### src/rtl/morse_msg_sched.sv
// Message scheduler for a Morse letter datapath: queues letters and word spaces
// in a small FIFO and issues them one at a time with inter-letter and word gaps.
module morse_msg_sched #(
  parameter int DEPTH      = 4,
  parameter int LETTER_GAP = 3,
  parameter int WORD_GAP   = 7
) (
  input  logic       CLOCK_50,
  input  logic       reset,
  input  logic       tick,
  input  logic       push,
  input  logic       push_space,
  input  logic [2:0] letter,
  input  logic       flush,
  input  logic       tx_busy,
  output logic       tx_start,
  output logic [2:0] tx_letter,
  output logic       full,
  output logic       busy,
  output logic       overflow
);

  localparam int AW   = $clog2(DEPTH);
  localparam int MAXG = (WORD_GAP > LETTER_GAP) ? WORD_GAP : LETTER_GAP;
  localparam int GW   = $clog2(MAXG + 1);
  localparam logic [AW:0]   DEPTH_C = (AW + 1)'(DEPTH);
  localparam logic [GW-1:0] LGAP    = GW'(LETTER_GAP);
  localparam logic [GW-1:0] WGAP    = GW'(WORD_GAP);

  typedef enum logic [1:0] {
    IDLE      = 2'd0,
    WAIT_ACK  = 2'd1,
    WAIT_DONE = 2'd2,
    GAP       = 2'd3
  } state_t;

  logic [3:0]    fifo_r [DEPTH];
  logic [AW-1:0] wr_ptr_r;
  logic [AW-1:0] rd_ptr_r;
  logic [AW:0]   count_r;
  state_t        state_r;
  state_t        state_s;
  logic [GW-1:0] gap_r;
  logic [GW-1:0] gap_s;
  logic          tx_start_r;
  logic          tx_start_s;
  logic [2:0]    tx_letter_r;
  logic [2:0]    tx_letter_s;
  logic          overflow_r;
  logic          full_s;
  logic          push_ok_s;
  logic          pop_s;
  logic [3:0]    head_s;

  // full comes only from the registered count, so a same-cycle pop never rescues a push
  assign full_s    = (count_r == DEPTH_C);
  assign push_ok_s = push && !full_s;
  assign head_s    = fifo_r[rd_ptr_r];

  // Next-state, pop decision and issue outputs of the sequencer
  always_comb begin
    state_s     = state_r;
    gap_s       = gap_r;
    tx_start_s  = 1'b0;
    tx_letter_s = tx_letter_r;
    pop_s       = 1'b0;
    case (state_r)
      IDLE: begin
        if (count_r != {(AW + 1){1'b0}}) begin
          pop_s = 1'b1;
          if (head_s[3]) begin
            gap_s   = WGAP;
            state_s = GAP;
          end else begin
            tx_start_s  = 1'b1;
            tx_letter_s = head_s[2:0];
            state_s     = WAIT_ACK;
          end
        end else begin
          state_s = IDLE;
        end
      end
      WAIT_ACK: begin
        if (tx_busy) begin
          state_s = WAIT_DONE;
        end else begin
          state_s = WAIT_ACK;
        end
      end
      WAIT_DONE: begin
        if (!tx_busy) begin
          gap_s   = LGAP;
          state_s = GAP;
        end else begin
          state_s = WAIT_DONE;
        end
      end
      GAP: begin
        if (tick) begin
          if (gap_r <= GW'(1)) begin
            gap_s   = {GW{1'b0}};
            state_s = IDLE;
          end else begin
            gap_s = gap_r - GW'(1);
          end
        end else begin
          gap_s = gap_r;
        end
      end
      default: begin
        state_s = IDLE;
      end
    endcase
  end

  // Entry storage; contents need no reset since count guards every read
  always_ff @(posedge CLOCK_50) begin
    if (!reset && !flush && push_ok_s) begin
      fifo_r[wr_ptr_r] <= {push_space, push_space ? 3'b000 : letter};
    end
  end

  // Pointers, count, FSM and output registers; flush keeps overflow and tx_letter
  always_ff @(posedge CLOCK_50) begin
    if (reset) begin
      wr_ptr_r    <= {AW{1'b0}};
      rd_ptr_r    <= {AW{1'b0}};
      count_r     <= {(AW + 1){1'b0}};
      state_r     <= IDLE;
      gap_r       <= {GW{1'b0}};
      tx_start_r  <= 1'b0;
      tx_letter_r <= 3'd0;
      overflow_r  <= 1'b0;
    end else if (flush) begin
      wr_ptr_r   <= {AW{1'b0}};
      rd_ptr_r   <= {AW{1'b0}};
      count_r    <= {(AW + 1){1'b0}};
      state_r    <= IDLE;
      gap_r      <= {GW{1'b0}};
      tx_start_r <= 1'b0;
    end else begin
      state_r     <= state_s;
      gap_r       <= gap_s;
      tx_start_r  <= tx_start_s;
      tx_letter_r <= tx_letter_s;
      if (push_ok_s) begin
        wr_ptr_r <= wr_ptr_r + AW'(1);
      end
      if (pop_s) begin
        rd_ptr_r <= rd_ptr_r + AW'(1);
      end
      case ({push_ok_s, pop_s})
        2'b10:   count_r <= count_r + (AW + 1)'(1);
        2'b01:   count_r <= count_r - (AW + 1)'(1);
        default: count_r <= count_r;
      endcase
      if (push && full_s) begin
        overflow_r <= 1'b1;
      end
    end
  end

  assign tx_start  = tx_start_r;
  assign tx_letter = tx_letter_r;
  assign full      = full_s;
  assign busy      = (count_r != {(AW + 1){1'b0}}) || (state_r != IDLE);
  assign overflow  = overflow_r;

endmodule

### config.mk
export PLATFORM = sky130hd
export DESIGN_NAME = morse_msg_sched
export DESIGN_NICKNAME = d
export VERILOG_FILES = /design/src/rtl/morse_msg_sched.sv
export SDC_FILE = /design/constraint.sdc
export NUM_CORES = 1
export LEC_CHECK = 0
export CAP_MARGIN = 30
export CORE_MARGIN = 5
export CORE_UTILIZATION = 50
export CTS_CLUSTER_SIZE = 28
export DETAILED_ROUTE_END_ITERATION = 10
export GPL_TIMING_DRIVEN = 0
export PLACE_DENSITY = 0.83
export SLEW_MARGIN = 25
export SYNTH_ARGS = -nofsm -noshare
export SYNTH_HDL_FRONTEND = slang
export SYNTH_SLANG_ARGS = --single-unit
### constraint.sdc
create_clock -name CLOCK_50 -period 3.9 [get_ports CLOCK_50]
set_clock_uncertainty 0.15 [all_clocks]
set_input_delay 0.78 -clock CLOCK_50 [delete_from_list [all_inputs] [get_ports CLOCK_50]]
set_output_delay 0.78 -clock CLOCK_50 [all_outputs]
set_load 0.05 [all_outputs]
# Yosys cells after proc, flatten, opt, wreduce, memory -nomap -nowiden

Memory sizes are Yosys's and may differ from the RTL's. A register that Yosys moved wholly into a read port is not among the register bits.
Cells that the tools add are included.

Register bits after elaboration: 17
Bits in latches: 0
Bits in writable memories: 16
Bits in read-only memories: 0
Bits of input ports: 10
Output and inout port bits: 7
Logic and storage cells: 71
Memories: 1

Memory list:

| name   | depth | width | rd ports | clocked after Yosys merged registers in | wr ports | RTL line | text |
|---|---|---|---|---|---|---|---|
| fifo_r | 4     | 4     | 1        | 1                                       | 1        | 37       | `logic [3:0] fifo_r [DEPTH];` |

Add/sub/neg operators: 5
$mul: 0
Div/mod/pow operators: 0
$lt $le $gt $ge: 1
Equality and inequality tests: 11
Shifts and indexed selects: 0
Mux-type cells: 22
Bitwise operators: 4
Reduce and logical (&&, ||, !) cells: 19

Operators with widths:

| kind                  | count |
|---|---|
| $mux W3               | 6 |
| $mux W2               | 7 |
| $ne A2 B2 Y1 const B  | 5 |
| $pmux W3 S3           | 1 |
| $pmux W2 S4           | 1 |
| $eq A2 B2 Y1 const B  | 3 |
| $mux W1               | 6 |
| $pmux W3 S2           | 1 |
| $reduce_bool A3 Y1    | 2 |
| $sub A3 B1 Y3 const B | 2 |
| $reduce_and A5 Y1     | 1 |
| $add A2 B1 Y2 const B | 2 |
| $eq A2 B1 Y1 const B  | 2 |
| $logic_and A1 B1 Y1   | 4 |
| $not A1 Y1            | 4 |
| $reduce_and A2 Y1     | 2 |
| $reduce_and A4 Y1     | 1 |
| $reduce_bool A2 Y1    | 2 |
| $reduce_or A4 Y1      | 1 |
| $add A3 B1 Y3 const B | 1 |
| $eq A3 B3 Y1 const B  | 1 |
| $le A3 B1 Y1 const B  | 1 |
| $logic_not A1 Y1      | 3 |
| $logic_not A2 Y1      | 1 |
| other kinds (2)       | 2 |

# Longest topological paths before layout

Gate-level depths: netlist (run 1).

Depth in word-level cells: 6
Mapped depth: 10
Gate-level depth less buffers: 9

# Worst setup path after synthesis (run 1)

OpenSTA, ideal clock, no wires.

Kind: flip-flop to flip-flop
From: register count_r[2]
To: register count_r[2]
Setup time: 71 ps
Arrival: 3,123 ps
Required time: 3,679 ps
Path slack: 556 ps
Stages on the path, launching flop included: 11
Path buffers: 1
Clock period less this slack: 3,344 ps
Cell sequence: dfxtp_1 nor3b_1 nor2b_1 clkbuf_1 inv_1 ha_1 inv_1 fa_1 xor2_1 or3_1 a21oi_1

Longest elaborated chain between the ends: 5
Elaborated cells on any way between the ends: 12
Those cells by class: add/sub: 2; eq/ne: 3; mux: 3; reduce/logical: 4

Ends and longest elaborated chain:

| what                                                     | RTL line | text |
|---|---|---|
| start: declaration                                       | 40       | `logic [AW:0] count_r;` |
| start signal: assignment                                 | 128      | `count_r <= {(AW + 1){1'b0}};` |
| start signal: assignment                                 | 137      | `count_r <= {(AW + 1){1'b0}};` |
| start signal: assignment                                 | 153      | `2'b10: count_r <= count_r + (AW + 1)'(1);` |
| $eq A3 B3 Y1 *                                           | 56       | `assign full_s = (count_r == DEPTH_C);` |
| net full                                                 | 18       | `output logic full,` |
| $logic_not A1 Y1 *                                       | 57       | `assign push_ok_s = push && !full_s;` |
| $logic_and A1 B1 Y1 *                                    | 57       |  |
| $eq A2 B1 Y1 / $eq A2 B2 Y1 (equally long branches)      | 152      | `case ({push_ok_s, pop_s})` |
| $pmux W3 S2 / $reduce_bool A2 Y1 (equally long branches) | -        |  |

The timed path passes the listed nets; every way through them passes the cells marked *.
A chain may end at the register's enable or synchronous reset.

# Worst setup path in the final report (run 1)

From: register state_r[0]
To: output port busy

Longest elaborated chain between the ends: 2

Ends and longest elaborated chain:

| what                     | RTL line | text |
|---|---|---|
| start: declaration       | 41       | `state_t state_r;` |
| start signal: assignment | 142      | `state_r <= state_s;` |
| $reduce_bool A2 Y1       | 166      | `assign busy = (count_r != {(AW + 1){1'b0}}) \|\| (state_r != IDLE);` |
| $logic_or A1 B1 Y1       | 166      |  |
| end: declaration         | 19       | `output logic busy,` |

Every way passes these cells.

==> results of run 1 <==
[final cells by class]
class / instances / share of cell area, %
Clock buffer: 5 / 2.01
Buffer: 4 / 0.803
Timing Repair Buffer: 16 / 8.57
Clock inverter: 3 / 1.34
Tap cell: 44 / 2.95
Sequential cell: 35 / 46.1
Multi-Input combinational cell: 87 / 36.3
Inverter: 10 / 2.01
[cell families (layout without fill, tap and decap cells)]
logic type	Yosys count	in the layout	share of synthesized area [%]
simple gates	47	47	16.4
flops	35	35	54.1
compound gates	19	19	7.78
buf+inv	14	38	3.30
fa+ha+maj	8	8	6.76
mux	8	8	8.88
xor+xnor	5	5	2.75
[worst max path at each step]
stage,endpoint,from
finish,busy,state_r[0]
global route,busy,state_r[1]
CTS,busy,state_r[1]
detailed placement,count_r[2],push
global placement,count_r[2],push
floorplan,count_r[2],count_r[2]
[critical path, delay by kind of cell (launching register included)]
kind	cells	cell delay, ns
AND/OR/NAND/NOR	2	0.28
buffers and inverters	2	1.10
flip-flops	1	0.33
[per-layer routing]
layer	up-vias	wire length, µm	global-route usage [%]
met4	0	48	8.88
met3	5	125	4.25
met1	497	1130	17.1
li1	541	-	-
met2	18	1570	26.3
met5	-	0	0
[flip-flops by register name, indices dropped and copies added, names as in the netlist, named ones only]
name / count
count_r: 3
fifo_r: 16
gap_r: 3
overflow: 1
rd_ptr_r: 2
state_r: 2
tx_letter: 3
tx_start: 1
wr_ptr_r: 2
[power breakdown]
part | total, mW | leakage, nW | switching (mW) | internal (mW)
combinational | 0.133 | 0.332 | 0.0767 | 0.0560
clock | 0.204 | 0.0314 | 0.132 | 0.0721
sequential | 0.404 | 0.300 | 0.00929 | 0.395
[cells in the mapped netlist (2+ instances only)]
master / number / share of area (%)
dfxtp_1: 19 / 24
edfxtp_1: 16 / 30
nor2_1: 16 / 3.8
inv_1: 10 / 2.4
ha_1: 7 / 5.5
a21oi_1: 6 / 1.9
nor2b_1: 6 / 2.4
and3_1: 4 / 1.6
mux2i_1: 4 / 2.5
nand2_1: 4 / 0.94
nand3_1: 4 / 1.3
clkbuf_1: 3 / 0.71
mux4_1: 3 / 5.0
xor2_1: 3 / 1.7
a41oi_1: 2 / 1.1
and2_1: 2 / 0.79
nor3_1: 2 / 0.63
nor3b_1: 2 / 0.94
o21ai_0: 2 / 0.63
o22ai_1: 2 / 0.79
or3_1: 2 / 0.79
xnor2_1: 2 / 1.1
[cells in the final DEF, fill, tap and decap left out, drive strengths merged]
master	Yosys	final
nor3	2	2
xor2	3	3
buf	1	1
a21oi	6	6
nor2b	6	6
nor4	1	1
clkdlybuf4s50	0	16
mux2i	4	4
o21ai	2	2
and2	2	2
inv	10	10
clkbuf	3	8
nand4	1	1
edfxtp	16	16
mux4	4	4
o211ai	1	1
nand3	4	4
a41oi	2	2
o21bai	1	1
a211oi	1	1
nor3b	2	2
a221o	1	1
xnor2	2	2
ha	7	7
clkinvlp	0	1
fa	1	1
a31oi	1	1
o31ai	1	1
o22ai	2	2
and3	5	5
or3	2	2
o21a	1	1
or2	1	1
clkinv	0	2
nor2	16	16
dfxtp	19	19
nor4b	1	1
nand2	4	4
==> results.cfg, run 1 <==
[sta]
hold_viol = 0
setup_tns_ns = 0
rsz0062_at_grt = false
tightestPinTransition_ns = 0.516
setup_slack_ns = 0.910
whs_ns = 0.337
setup_viol = 0
slew_viol_final = 0
max_freq_mhz = 334
post-route-period-util_pct = 76.7
slew_headroom_pct = 65.4
finalCriticalPeriod_ns = 2.99

[die]
ioPinCount = 17
start_util_pct = 52.1
dieArea_um2 = 4410
rows = 20
die_h_um = 66.4
die_x_um = 66.4
coreArea_um2 = 3050

[route]
wl_um = 2880
vias = 1061
wl_per_cell_um = 14.1
ant_nets = 0
drt_iter0_markers = 88
vias_per_cell = 5.20
drc = 0
dr.pass1.iters = 4

[flow_run]
cap_violations = 0

[clock_tree]
numCtsBuffers = 5
cts_hold_buf = 0
path_clk_slew_ns = 0.11
cts_num_sinks = 35
clockBufferDepth = 2
root_buffer = clkbuf_4
ctsHtreeMaxLevel = 2
cts_tree = done
worst_skew_pair.late_latency_ns = 0.35
post_cts_buffers = 0
ctsResizeCount = 0

[final_layout]
syn_to_final_growth_pct = 17.5
nets = 177
regArea_um2 = 861
instances_no_fill = 204
antenna_cells = 0
drive_gt1_share_pct = 7.50
fill_cells = 265
fin_util_pct = 61.2
fin_area_um2 = 1870
multi_input_area_um2 = 678

[setup_path]
end_kind = primary output
worstSetupPathType = reg2out
r2r-end = count_r[2]
worstSetupStartpointType = register
worst-path-max-fanout = 10
cp_cell_sequence = clkbuf_1 > nor2_1 > nand2_1 > clkdlybuf4s50_1
cpMaxStageDelayCell = clkdlybuf4s50_1
reg2reg_from = count_r[2]
worst_ep_arrival_time_ns = 2.06
crit_required_ns = 2.97
ff2ff_setup_slack_ns = 1.32
max_stage_delay_ns = 0.80
reg2regPathDepth = 10

[place]
dpl_worst_slack_ns = 0.790
dpl_cell_area_um2 = 1810
io_buffers = 16
place_congestion = 0.797
hpwl_um = 2270
dp.cells = 196

[yosys]
syn_area_um2 = 1590
synth_edf_count = 16
async_flop_share_pct = 0
yosysSeqAreaShare_pct = 54.1
yosysWarnings = 0
netlist_instances = 136
synthFlopType = dfxtp_1
synth_area_per_cell_um2 = 11.7
ys_ff_latch = 35
synth_cell_types = 37
syn-num-nets = 154

[worst_hold_path]
min_from = overflow
min_path_cells = 2
worstHoldEndpoint = overflow
min_path_type = reg2reg

[grt]
gr-usage-all-layers_pct = 15.4
grt_pass1_vias = 1120
antenna_found_initial = 0
grt_overflow = 0
grt_max_degree = 14
grt_first_pass_wirelength_um = 4940

[power]
p_leak_nw = 0.664
p_total_mw = 0.741
peakVddDrop_v = 0.000286
power.density_nw_per_um2 = 396

[outcome]
status = finished, final reports clean
Note: power is estimated with default switching activity, not from simulation.
==> run 2: changes to the inputs <==
==> constraint.sdc (replaced) <==
create_clock -name CLOCK_50 -period 2.8 [get_ports CLOCK_50]
set_clock_uncertainty 0.15 [all_clocks]
set_input_delay 0.56 -clock CLOCK_50 [delete_from_list [all_inputs] [get_ports CLOCK_50]]
set_output_delay 0.56 -clock CLOCK_50 [all_outputs]
set_load 0.05 [all_outputs]
==> run 2 against run 1 <==
  * Sequential cell count is the same
  * Count of clock-buffer cells in the layout is the same
  * Critical path type is now reg2reg
  * Largest cell class unchanged
  * Largest power group unchanged
  * Combinational power grew 41%
==> results.cfg, run 2 (synthesis gave the netlist of run 1 again) <==
[outcome]
status = finished, final reports clean

[setup_path]
worstSetupStartpointType = register
worst_ep_arrival_time_ns = 2.76
crit_start = count_r[0]
ff2ff_setup_slack_ns = 0.18
reg2regPathDepth = 8
r2r-end = count_r[2]
worstSetupPathType = reg2reg
reg2reg_from = count_r[0]
end_kind = register
worst-path-max-fanout = 5
crit_required_ns = 2.93
crit_path_end = count_r[2]

[power]
p_sw_mw = 0.301
power.density_nw_per_um2 = 628
p_leak_nw = 0.702
clock_power_share_pct = 37.6
power_frac_seq_pct = 46.8
internal_power_mw = 0.905
peakVddDrop_v = 0.000325
pwr-share-comb_pct = 15.6
swShare_pct = 25.0

[sta]
setup_viol = 0
max_freq_mhz = 381
post-route-period-util_pct = 93.7
hold_viol = 0
whs_ns = 0.336
slew_headroom_pct = 64.0
tightestPinTransition_ns = 0.536
rsz0062_at_grt = false
finalCriticalPeriod_ns = 2.62
slew_viol_final = 0

[clock_tree]
clockBufferDepth = 2
cts_num_sinks = 35
path_clk_slew_ns = 0.11
root_buffer = clkbuf_4
ctsHtreeMaxLevel = 2
cts_tree = done
worst_skew_pair.late_latency_ns = 0.34
numCtsBuffers = 5

[final_layout]
antenna_cells = 0
fin_area_um2 = 1920
final_common_cell = dfxtp_1
multi_input_area_um2 = 683
layout_common_cells = dfxtp_1, nor2_1, edfxtp_1, clkdlybuf4s50_1, inv_1
largest_reg_flops = 16
drive_gt1_share_pct = 8.13
syn_to_final_growth_pct = 20.6
nets = 177
fill_cells = 260
regArea_um2 = 861
regMostFlops = fifo_r

[flow_run]
cap_violations = 0

[route]
drc = 0
dr.pass1.iters = 4
drt_iter0_markers = 72
vias = 1101
ant_nets = 0
wl_um = 3070
wl_per_cell_um = 15.1
vias_per_cell = 5.40

[grt]
gr-usage-all-layers_pct = 16.7
grt_overflow = 0
grt_first_pass_wirelength_um = 5340
grt_max_degree = 13
antenna_found_initial = 0
grt_pass1_vias = 1185

[die]
coreArea_um2 = 3050
rows = 20
start_util_pct = 52.1
die_h_um = 66.4
dieArea_um2 = 4410
die_x_um = 66.4
ioPinCount = 17

[place]
io_buffers = 16
dpl_cell_area_um2 = 1810
hpwl_um = 2390
place_congestion = 0.793

[worst_hold_path]
min_path_type = reg2reg
[run 2: changes by cell type in the layout (fill, tap and decap cells not counted)]
cell,change
nor3b_2,+1
dlymetal6s2s_1,+1
clkinv_4,-2
clkdlybuf4s50_1,-1
bufinv_16,+2
nor3b_1,-1
[run 2: worst min path at each step]
stage | start | to | slack (ns) | depth (start not counted)
2_1_floorplan | gap_r[1] | gap_r[1] | 0.31 | 2
3_3_place_gp | overflow | overflow | 0.30 | 2
3_5_place_dp | overflow | overflow | 0.32 | 2
4_1_cts | overflow | overflow | 0.34 | 2
5_1_grt | gap_r[1] | gap_r[1] | 0.40 | 2
6_report | overflow | overflow | 0.34 | 2
[run 2: power groups by stage]
stage / Combinational (mW) / Sequential [mW] / Clock [mW]
after global placement: 0.177 / 0.574 / 0
final: 0.188 / 0.565 / 0.454
after CTS: 0.188 / 0.565 / 0.460
after global routing: 0.206 / 0.567 / 0.487
after detailed placement: 0.187 / 0.576 / 0
after floorplan: 0.124 / 0.580 / 0
[run 2: area by class of cell]
| type | count | share of cell area [%] |
|---|---|---|
| Sequential cell | 35 | 44.9 |
| Multi-Input combinational cell | 87 | 35.6 |
| Timing Repair Buffer | 16 | 8.47 |
| Clock inverter | 3 | 3.52 |
| Tap cell | 44 | 2.87 |
| Clock buffer | 5 | 1.96 |
| Inverter | 10 | 1.96 |
| Buffer | 4 | 0.782 |
[run 2: worst max-delay path: stages, from the launching register on]
cell     delay (ns)
dfxtp_1        0.47
nor3_1         0.16
nor3_1         0.44
ha_1           0.30
inv_1          0.06
fa_1           0.39
xor2_1         0.17
or3_1          0.30
a21oi_1        0.13
[run 2: per-layer routing]
layer	vias up	GRT usage (%)	part of all wire (%)
met1	525	16.7	38
met3	8	6.29	4.5
li1	537	-	-
met2	31	29.2	56
met4	0	9.64	2.1
met5	-	0	0
[run 2: repair_timing]
item / CTS / global route
endpoints found under the setup margin: 0 / 1
buffers inserted: 0 / 0
hold buffers: 0 / 0
gates resized for setup: 0 / 1
[run 2: stage by stage]
stage / std cells / setup TNS, ns / worst slack, ns / total power, mW / util (%)
2_1_floorplan: 136 / 0 / 0.00993 / 0.704 / -
3_3_place_gp: 196 / 0 / 0.0217 / 0.751 / 59.3
3_5_place_dp: 196 / -0.0861 / -0.0861 / 0.763 / 59.3
4_1_cts: 204 / 0 / 0.0233 / 1.21 / 62.8
5_1_grt: 204 / 0 / 0.0626 / 1.26 / 62.9
6_report: 204 / 0 / 0.177 / 1.21 / 62.9
==> run 3: changes to the inputs <==
--- a/config.mk
+++ b/config.mk
@@ -10,8 +10,9 @@
 export CORE_UTILIZATION = 50
 export CTS_CLUSTER_SIZE = 28
 export DETAILED_ROUTE_END_ITERATION = 10
+export DONT_BUFFER_PORTS = 1
 export GPL_TIMING_DRIVEN = 0
-export PLACE_DENSITY = 0.83
+export PLACE_DENSITY = 0.76
 export SLEW_MARGIN = 25
 export SYNTH_ARGS = -nofsm -noshare
 export SYNTH_HDL_FRONTEND = slang
==> run 3 against run 2 <==
  * First-iteration DRC count rose by 4.2%
  * Sequential share of layout area is 4.7 points higher
  * Critical path depth is 2 higher
  * Via count fell by 5.4%
  * Clock power shrank 39%
  * Wire length shrank 7.2%
  * Count of clock-buffer cells in the layout unchanged
  * Sequential power up 2%
  * Die area unchanged
  * Sequential cell count unchanged
  * Worst hold slack got worse by 0.22 ns
  * Non-clock buffer count fell by 14
==> results.cfg, run 3 (synthesis gave the netlist of run 1 again) <==
[outcome]
status = finished, final reports clean

[power]
power.density_nw_per_um2 = 574
peakVddDrop_v = 0.000383
p_total_mw = 1.01
p_leak_nw = 0.621

[sta]
post-route-period-util_pct = 93.5
rsz0062_at_grt = false
max_freq_mhz = 382
tightestPinTransition_ns = 0.636
slew_headroom_pct = 57.6
hold_viol = 0
finalCriticalPeriod_ns = 2.62
slew_viol_final = 0
setup_viol = 0

[place]
place_congestion = 0.810
io_buffers = 0
hpwl_um = 2200

[setup_path]
crit_required_ns = 2.93
reg2regPathDepth = 10
worstSetupStartpointType = register
end_kind = register
worstSetupPathType = reg2reg
worst-path-max-fanout = 5
worst_ep_arrival_time_ns = 2.75
crit_start = count_r[1]
reg2reg_from = count_r[1]

[clock_tree]
path_clk_slew_ns = 0.11
worst_skew_pair.late_latency_ns = 0.35
root_buffer = clkbuf_4
numCtsBuffers = 5
clockBufferDepth = 2
cts_num_sinks = 35
cts_tree = done
ctsHtreeMaxLevel = 2

[die]
dieArea_um2 = 4410
rows = 20
start_util_pct = 52.1
ioPinCount = 17
die_x_um = 66.4
coreArea_um2 = 3050
die_h_um = 66.4

[final_layout]
regMostFlops = fifo_r
layout_common_cells = nor2_1, dfxtp_1, edfxtp_1, inv_1
fin_util_pct = 57.3
multi_input_area_um2 = 694
nets = 163
antenna_cells = 0
regArea_um2 = 867
drive_gt1_share_pct = 14.4
syn_to_final_growth_pct = 9.98
largest_reg_flops = 16
fill_cells = 268

[grt]
grt_overflow = 0
grt_first_pass_wirelength_um = 4710
gr-usage-all-layers_pct = 14.7
grt_max_degree = 14
antenna_found_initial = 0
grt_pass1_vias = 1048

[route]
vias = 1041
drc = 0
drt_iter0_markers = 75
wl_um = 2850
dr.pass1.iters = 4
ant_nets = 0
vias_per_cell = 5.48
wl_per_cell_um = 15.0

[flow_run]
cap_violations = 0

[worst_hold_path]
min_path_cells = 1
min_path_type = in2reg
min_from = reset
## run 3: cell count changes in the layout (fill, tap and decap cells not counted), sizes merged
cell,delta
clkbuf,-1
clkdlybuf4s50,-15
clkinv,+2
dlymetal6s2s,-1
buf,+3
bufinv,-2
## run 3: metrics by stage
stage	cells	setup slack [ns]	TNS (ns)	instance area [µm²]	hold slack, ns
final	190	0.183	0	1750	0.117
after global routing	190	0.0434	0	1750	0.0968
after CTS	188	0.00812	0	1720	0.104
after detailed placement	180	-0.189	-0.189	1650	0.355
after global placement	180	-0.132	-0.132	1650	0.325
after floorplan	136	0.00993	0	1600	0.306
## run 3: metal layers
metal	GRT usage [%]	share of wire [%]
met2	26.1	55
met3	6.29	5.4
met1	15.1	38
met5	0	0
met4	5.84	1.9
## run 3: critical path, stage by stage, from the launching register on
cell,delay (ns)
dfxtp_4,0.38
nor3b_4,0.57
nor2b_1,0.10
buf_4,0.16
inv_1,0.05
ha_2,0.18
inv_1,0.05
fa_2,0.33
xor2_1,0.15
or3_1,0.30
a21oi_1,0.13
## run 3: report_power, final
| group | internal [mW] | switching (mW) | leakage [nW] |
|---|---|---|---|
| Clock | 0.100 | 0.177 | 0.0314 |
| Combinational | 0.0616 | 0.0928 | 0.287 |
| Sequential | 0.550 | 0.0234 | 0.302 |
| Total | 0.712 | 0.293 | 0.621 |
## run 3: timing repair
action                     CTS  global route
cloned                       0             0
hold endpoints to repair     0             0
gates resized for setup      2             9
setup endpoints to repair    2             1
hold buffers                 0             0
pin swaps                    0             1
setup buffers                0             2
## run 3: area by class of cell
class | instances | share of cell area (%)
buffer | 4 | 1.07
clock buffer | 5 | 2.14
clock inverter | 3 | 1.43
inverter | 10 | 2.14
multi-input combinational | 87 | 39.7
sequential | 35 | 49.5
tap | 44 | 3.15
timing repair buffer | 2 | 0.858
## run 3: final timing paths
check | to | slack [ns]
min reg2reg | gap_r[1] | 0.37
min | overflow | 0.12
max | count_r[2] | 0.18
max reg2reg | count_r[2] | 0.18
